==> src/rtl/rv_muldiv_unit.sv <==
// rv_muldiv_unit: RV32/64 M-extension unit, single-cycle multiply and
// radix-2 restoring divide (one quotient bit per cycle) with tagged results.
module rv_muldiv_unit #(
  parameter int XLEN  = 32,
  parameter int TAG_W = 5
) (
  input  logic             clk,
  input  logic             rst,
  input  logic             valid_i,
  output logic             ready_o,
  input  logic [2:0]       op_i,
  input  logic [XLEN-1:0]  a_i,
  input  logic [XLEN-1:0]  b_i,
  input  logic [TAG_W-1:0] tag_i,
  input  logic             flush_i,
  output logic             done_o,
  output logic [XLEN-1:0]  result_o,
  output logic [TAG_W-1:0] tag_o,
  output logic             busy_o
);
  localparam int CW = $clog2(XLEN);
  localparam logic [XLEN-1:0] MIN = {1'b1, {(XLEN-1){1'b0}}};
  typedef enum logic [1:0] {IDLE, MUL, DIV, DONE} state_t;
  state_t state_q, state_d;
  logic [2:0] op_q, op_d;
  logic [XLEN-1:0] a_q, a_d, b_q, b_d, res_q, res_d;
  logic [XLEN-1:0] rem_q, rem_d, quo_q, quo_d, dvs_q, dvs_d;
  logic [TAG_W-1:0] tag_q, tag_d, tago_q, tago_d;
  logic [CW-1:0] cnt_q, cnt_d;
  logic qneg_q, qneg_d, rneg_q, rneg_d;
  logic accept, sdiv, a_neg, b_neg, spec_zero, spec_ovf;
  logic [XLEN-1:0] spec_res, a_mag, b_mag, rem_n, quo_n, div_res, mul_res;
  logic [XLEN:0] trial;
  logic [2*XLEN-1:0] a_ext, b_ext, prod;
  assign ready_o  = (state_q == IDLE || state_q == DONE) && !rst;
  assign busy_o   = state_q == MUL || state_q == DIV;
  assign done_o   = state_q == DONE;
  assign result_o = res_q;
  assign tag_o    = tago_q;
  assign accept   = valid_i && ready_o && !flush_i;
  assign sdiv      = !op_i[0];
  assign a_neg     = sdiv && a_i[XLEN-1];
  assign b_neg     = sdiv && b_i[XLEN-1];
  assign a_mag     = a_neg ? -a_i : a_i;
  assign b_mag     = b_neg ? -b_i : b_i;
  assign spec_zero = b_i == '0;
  assign spec_ovf  = sdiv && a_i == MIN && &b_i;
  assign spec_res  = spec_zero ? (op_i[1] ? a_i : '1) : (op_i[1] ? '0 : a_i);
  // MULHU treats a as unsigned; only MULH treats b as signed.
  assign a_ext   = {{XLEN{a_q[XLEN-1] && op_q[1:0] != 2'b11}}, a_q};
  assign b_ext   = {{XLEN{b_q[XLEN-1] && op_q[1:0] == 2'b01}}, b_q};
  assign prod    = a_ext * b_ext;
  assign mul_res = op_q == 3'b000 ? prod[XLEN-1:0] : prod[2*XLEN-1:XLEN];
  assign trial   = {rem_q, quo_q[XLEN-1]} - {1'b0, dvs_q};
  assign rem_n   = trial[XLEN] ? {rem_q[XLEN-2:0], quo_q[XLEN-1]} : trial[XLEN-1:0];
  assign quo_n   = {quo_q[XLEN-2:0], !trial[XLEN]};
  assign div_res = op_q[1] ? (rneg_q ? -rem_n : rem_n) : (qneg_q ? -quo_n : quo_n);
  always_comb begin
    state_d = state_q;
    op_d    = op_q;
    a_d     = a_q;
    b_d     = b_q;
    tag_d   = tag_q;
    res_d   = res_q;
    tago_d  = tago_q;
    rem_d   = rem_q;
    quo_d   = quo_q;
    dvs_d   = dvs_q;
    cnt_d   = cnt_q;
    qneg_d  = qneg_q;
    rneg_d  = rneg_q;
    if (flush_i) begin
      state_d = IDLE;
    end else if (accept) begin
      op_d  = op_i;
      a_d   = a_i;
      b_d   = b_i;
      tag_d = tag_i;
      if (!op_i[2]) begin
        state_d = MUL;
      end else if (spec_zero || spec_ovf) begin
        state_d = DONE;
        res_d   = spec_res;
        tago_d  = tag_i;
      end else begin
        state_d = DIV;
        rem_d   = '0;
        quo_d   = a_mag;
        dvs_d   = b_mag;
        cnt_d   = '0;
        qneg_d  = a_neg ^ b_neg;
        rneg_d  = a_neg;
      end
    end else begin
      case (state_q)
        MUL: begin
          state_d = DONE;
          res_d   = mul_res;
          tago_d  = tag_q;
        end
        DIV: begin
          rem_d = rem_n;
          quo_d = quo_n;
          cnt_d = cnt_q + 1'b1;
          if (cnt_q == CW'(XLEN-1)) begin
            state_d = DONE;
            res_d   = div_res;
            tago_d  = tag_q;
          end
        end
        DONE:    state_d = IDLE;
        default: state_d = IDLE;
      endcase
    end
  end
  always_ff @(posedge clk) begin
    if (rst) begin
      state_q <= IDLE;
      op_q    <= '0;
      a_q     <= '0;
      b_q     <= '0;
      tag_q   <= '0;
      res_q   <= '0;
      tago_q  <= '0;
      rem_q   <= '0;
      quo_q   <= '0;
      dvs_q   <= '0;
      cnt_q   <= '0;
      qneg_q  <= 1'b0;
      rneg_q  <= 1'b0;
    end else begin
      state_q <= state_d;
      op_q    <= op_d;
      a_q     <= a_d;
      b_q     <= b_d;
      tag_q   <= tag_d;
      res_q   <= res_d;
      tago_q  <= tago_d;
      rem_q   <= rem_d;
      quo_q   <= quo_d;
      dvs_q   <= dvs_d;
      cnt_q   <= cnt_d;
      qneg_q  <= qneg_d;
      rneg_q  <= rneg_d;
    end
  end
endmodule

==> config.mk <==
export PLATFORM = sky130hd
export DESIGN_NAME = rv_muldiv_unit
export DESIGN_NICKNAME = d
export VERILOG_FILES = /design/src/rtl/rv_muldiv_unit.sv
export SDC_FILE = /design/constraint.sdc
export NUM_CORES = 2
export LEC_CHECK = 0
export BUFFER_PORTS_ARGS = -buffer_cell sky130_fd_sc_hd__buf_2
export CAP_MARGIN = 30
export CORE_MARGIN = 3
export CORE_UTILIZATION = 67
export CTS_BUF_LIST = sky130_fd_sc_hd__clkbuf_16
export DETAILED_ROUTE_END_ITERATION = 10
export GPL_TIMING_DRIVEN = 0
export PLACE_DENSITY = 0.88
export SYNTH_ARGS = -nofsm -noshare
export SYNTH_HDL_FRONTEND = slang
export SYNTH_SLANG_ARGS = --single-unit
export TNS_END_PERCENT = 10
==> constraint.sdc <==
create_clock -name clk -period 11.2 [get_ports clk]
set_clock_uncertainty 0.05 [all_clocks]
set_input_delay 0.56 -clock clk [delete_from_list [all_inputs] [get_ports clk]]
set_output_delay 0.56 -clock clk [all_outputs]
set_load 0.02 [all_outputs]
==> metrics <==
Flop pwr share 21.9%; post-detailed-route DRC marker count 1; largest net degree at the start of global routing 15; Post-Syn Area 0.05307 sq mm; die width 287.4 um; NumNets Final 7920; CP Data Arrival Time 11570 ps; worst slew pin tran 1169 ps; leakage power 25.61 nW; layout cells sized above 1 3.644%; I/O pin cnt 116; Sw Pwr 1.981 mW; gpl congestion 1.100; DIE HEIGHT 287.4 um; fmax 89.50 MHz; # setup viols final 0; final hold vios 0; Syn Inst Count 6308; switching share of total power 51.06%; CP Launch Type flip-flop; Starting Density 68.05%; vias per std cell 6.438; minimum clock period 11170 ps; status finished with violations; Max Root-Sink Buffers 3; GRT Residual Overflow 0; H-tree levels 1; VDD IR-drop max 203.5 uV; Clock Sinks 214; RSZ-0062 raised after global routing no; Combinational Power Share 56.5%; initial antenna violation count 24; Slew Viols, Final 0; worst setup path class reg2reg; first-iteration detailed-routing DRC count 6251; CP bufs+invs 6; Core Footprint 0.07798 sq mm; Vias 48554; pwr dens 69.11 mW/mm^2; Setup Fix Bufs, Post-CTS 0; Clock Power Share 21.6%; Maximum Capacitance Violations 0; total CTS buffers 25; Synth area leaders fa_1 42%, inv_1 8.9%, dfxtp_1 8.1%; wire per inst 28.19 um; Async S/R FF share, synth 0%; Worst Path Required 11590 ps; violated checks design-rule violations; I/O Buffers 99; Mapped Nets 7765; Synth Register Bits 214; P&R area growth vs syn 5.767%; Worst slew margin 22.04%; CP endpoint kind flip-flop; Worst Hold Class in2reg; period utilization 99.76%; root buffer cell clkbuf_16; Final WS setup 26.73 ps; Layout Cells excl Fill 7542; R2R Setup Slk 30 ps; CP delay by family, top adder cells; Yosys top cell area share 42.48%; TritonCTS clock tree done; Int Pwr 1.898 mW; vias in the first global route 48975; dpl ws -173.8 ps; post-DP HPWL 176600 um; Primary FF master, synth dfxtp_1; Worst-Skew Late Latency 580 ps; worst hold slack 180.9 ps; delay of the slowest critical-path stage 660 ps; Worst Path Max Fanout 11; site row count 102; first-pass GRT wire length 312200 um; CP dominant cell by count fa_1; TritonRoute pass-1 iters 11; overall power 3.879 mW; placed cells 7466; Post-synth EDFFs 0; top cell type by total area after synthesis fa_1; global-route total usage across every layer 52.21%; drt total wl 212600 um; Syn Area/Cell 8.412 sq um; Distinct cells, synth 89; full die area 0.08262 sq mm; DRT antenna net count 0; yosys synthesis warning count 0; register area share after synthesis 8.073%; Worst path slowest cell fa_1; Reg clk slew, reported paths 70 ps; Post-Route Utilization 71.98%
routing by layer:
layer	share of wire [%]	routed length, um	global-route usage (%)	up-vias
met2	42	88720	75.74	4071
li1	-	-	-	19740
met4	11	23150	42.87	12
met5	0.041	88	0	-
met3	14	30770	17.63	1184
met1	33	69910	63.17	23547
per-stage QoR:
| step | TNS, ps | cell area [sq um] |
|---|---|---|
| CTS | 0 | 55910 |
| detailed placement | -211.4 | 55130 |
| finish | 0 | 56130 |
| global placement | -67.99 | 54860 |
| floorplan | 0 | 53070 |
| global route | 0 | 56070 |
flip-flops by register name (all words and copies together), names as in the netlist:
name,count
a_q,32
b_q,32
dvs_q,32
quo_q,32
rem_q,32
result_o,32
cnt_q,5
tag_o,5
tag_q,5
op_q,3
state_q,2
qneg_q,1
rneg_q,1
what timing repair did:
item                       CTS  global route
setup endpoints to repair    4             6
gates resized for setup      1             1
hold buffers                 0             0
path summary, 6_finish.rpt:
path / from / end / cells after the start
worst max register to register: op_q[1] / result_o[25] / 29
worst max-delay path: op_q[1] / result_o[25] / 29
worst min register to register: op_q[2] / op_q[2] / 2
worst min-delay path: b_i[16] / b_q[16] / 3
cell usage in the layout, fill, tap and decap left out, types with 117 or more instances in the layout:
cell | Yosys | layout
nor2_1 | 315 | 315
o21ai_0 | 167 | 167
buf_2 | 17 | 117
ha_1 | 255 | 255
and2_1 | 283 | 283
fa_1 | 1126 | 1125
clkbuf_1 | 363 | 360
dfxtp_1 | 214 | 214
inv_1 | 1253 | 1256
xnor2_1 | 119 | 119
nand2_1 | 1031 | 1031
a21oi_1 | 189 | 189
cells in the mapped netlist (21+ instances only):
master,instances
a21oi_1,189
nor3_1,65
nand2b_1,21
a21o_1,57
nor2_1,315
o211ai_1,30
a31oi_1,33
clkbuf_1,363
o21ai_0,167
nor4_1,26
xor2_1,76
fa_1,1126
a211oi_1,102
ha_1,255
mux2i_1,30
and2_1,283
inv_1,1253
xnor2_1,119
nand3_1,43
nand2_1,1031
nand4_1,28
and3_1,37
o31ai_1,27
dfxtp_1,214
nand3b_1,65
a22oi_1,27
worst register-to-register path: cells and delay by family, from the launching register on:
| family | cells | cell delay (ps) |
|---|---|---|
| compound gates | 6 | 1960 |
| xor+xnor | 1 | 320 |
| fa+ha+maj | 9 | 4860 |
| buf+inv | 6 | 1210 |
| flops | 1 | 540 |
| simple gates | 7 | 2120 |
final cells by class:
| type | count | area (sq um) |
|---|---|---|
| antenna | 25 | 62.56 |
| buffer | 393 | 1521 |
| clock buffer | 25 | 625.6 |
| clock inverter | 16 | 155.1 |
| fill | 6136 | 21850 |
| inverter | 1255 | 4711 |
| multi-input combinational | 4445 | 42550 |
| sequential | 214 | 4284 |
| tap | 1040 | 1301 |
| timing repair buffer | 129 | 914.6 |
kinds of logic (layout without fill, tap and decap cells):
family                     Yosys count  count (layout)  share of synthesized area, %
muxes                               39              39                        0.7569
xor gates and xnor gates           195             195                         3.218
buffers and inverters             1649            1818                         11.75
other                                0              25                             0
and+or+nand+nor                   2016            2016                         17.52
AOI/OAI and AO/OA                  805             805                         10.02
DFF                                214             214                         8.073
adders and majority gates         1390            1390                         48.66
power by group through the flow:
stage               Clock, mW  Combinational, mW  Sequential (mW)
detailed placement          0               2.06            0.858
global route            0.851               2.28            0.845
CTS                     0.825               2.08            0.841
floorplan                   0               1.26            0.832
finish                  0.837               2.19            0.849
global placement            0               2.02            0.859
Note: power is estimated with default switching activity, not from simulation.
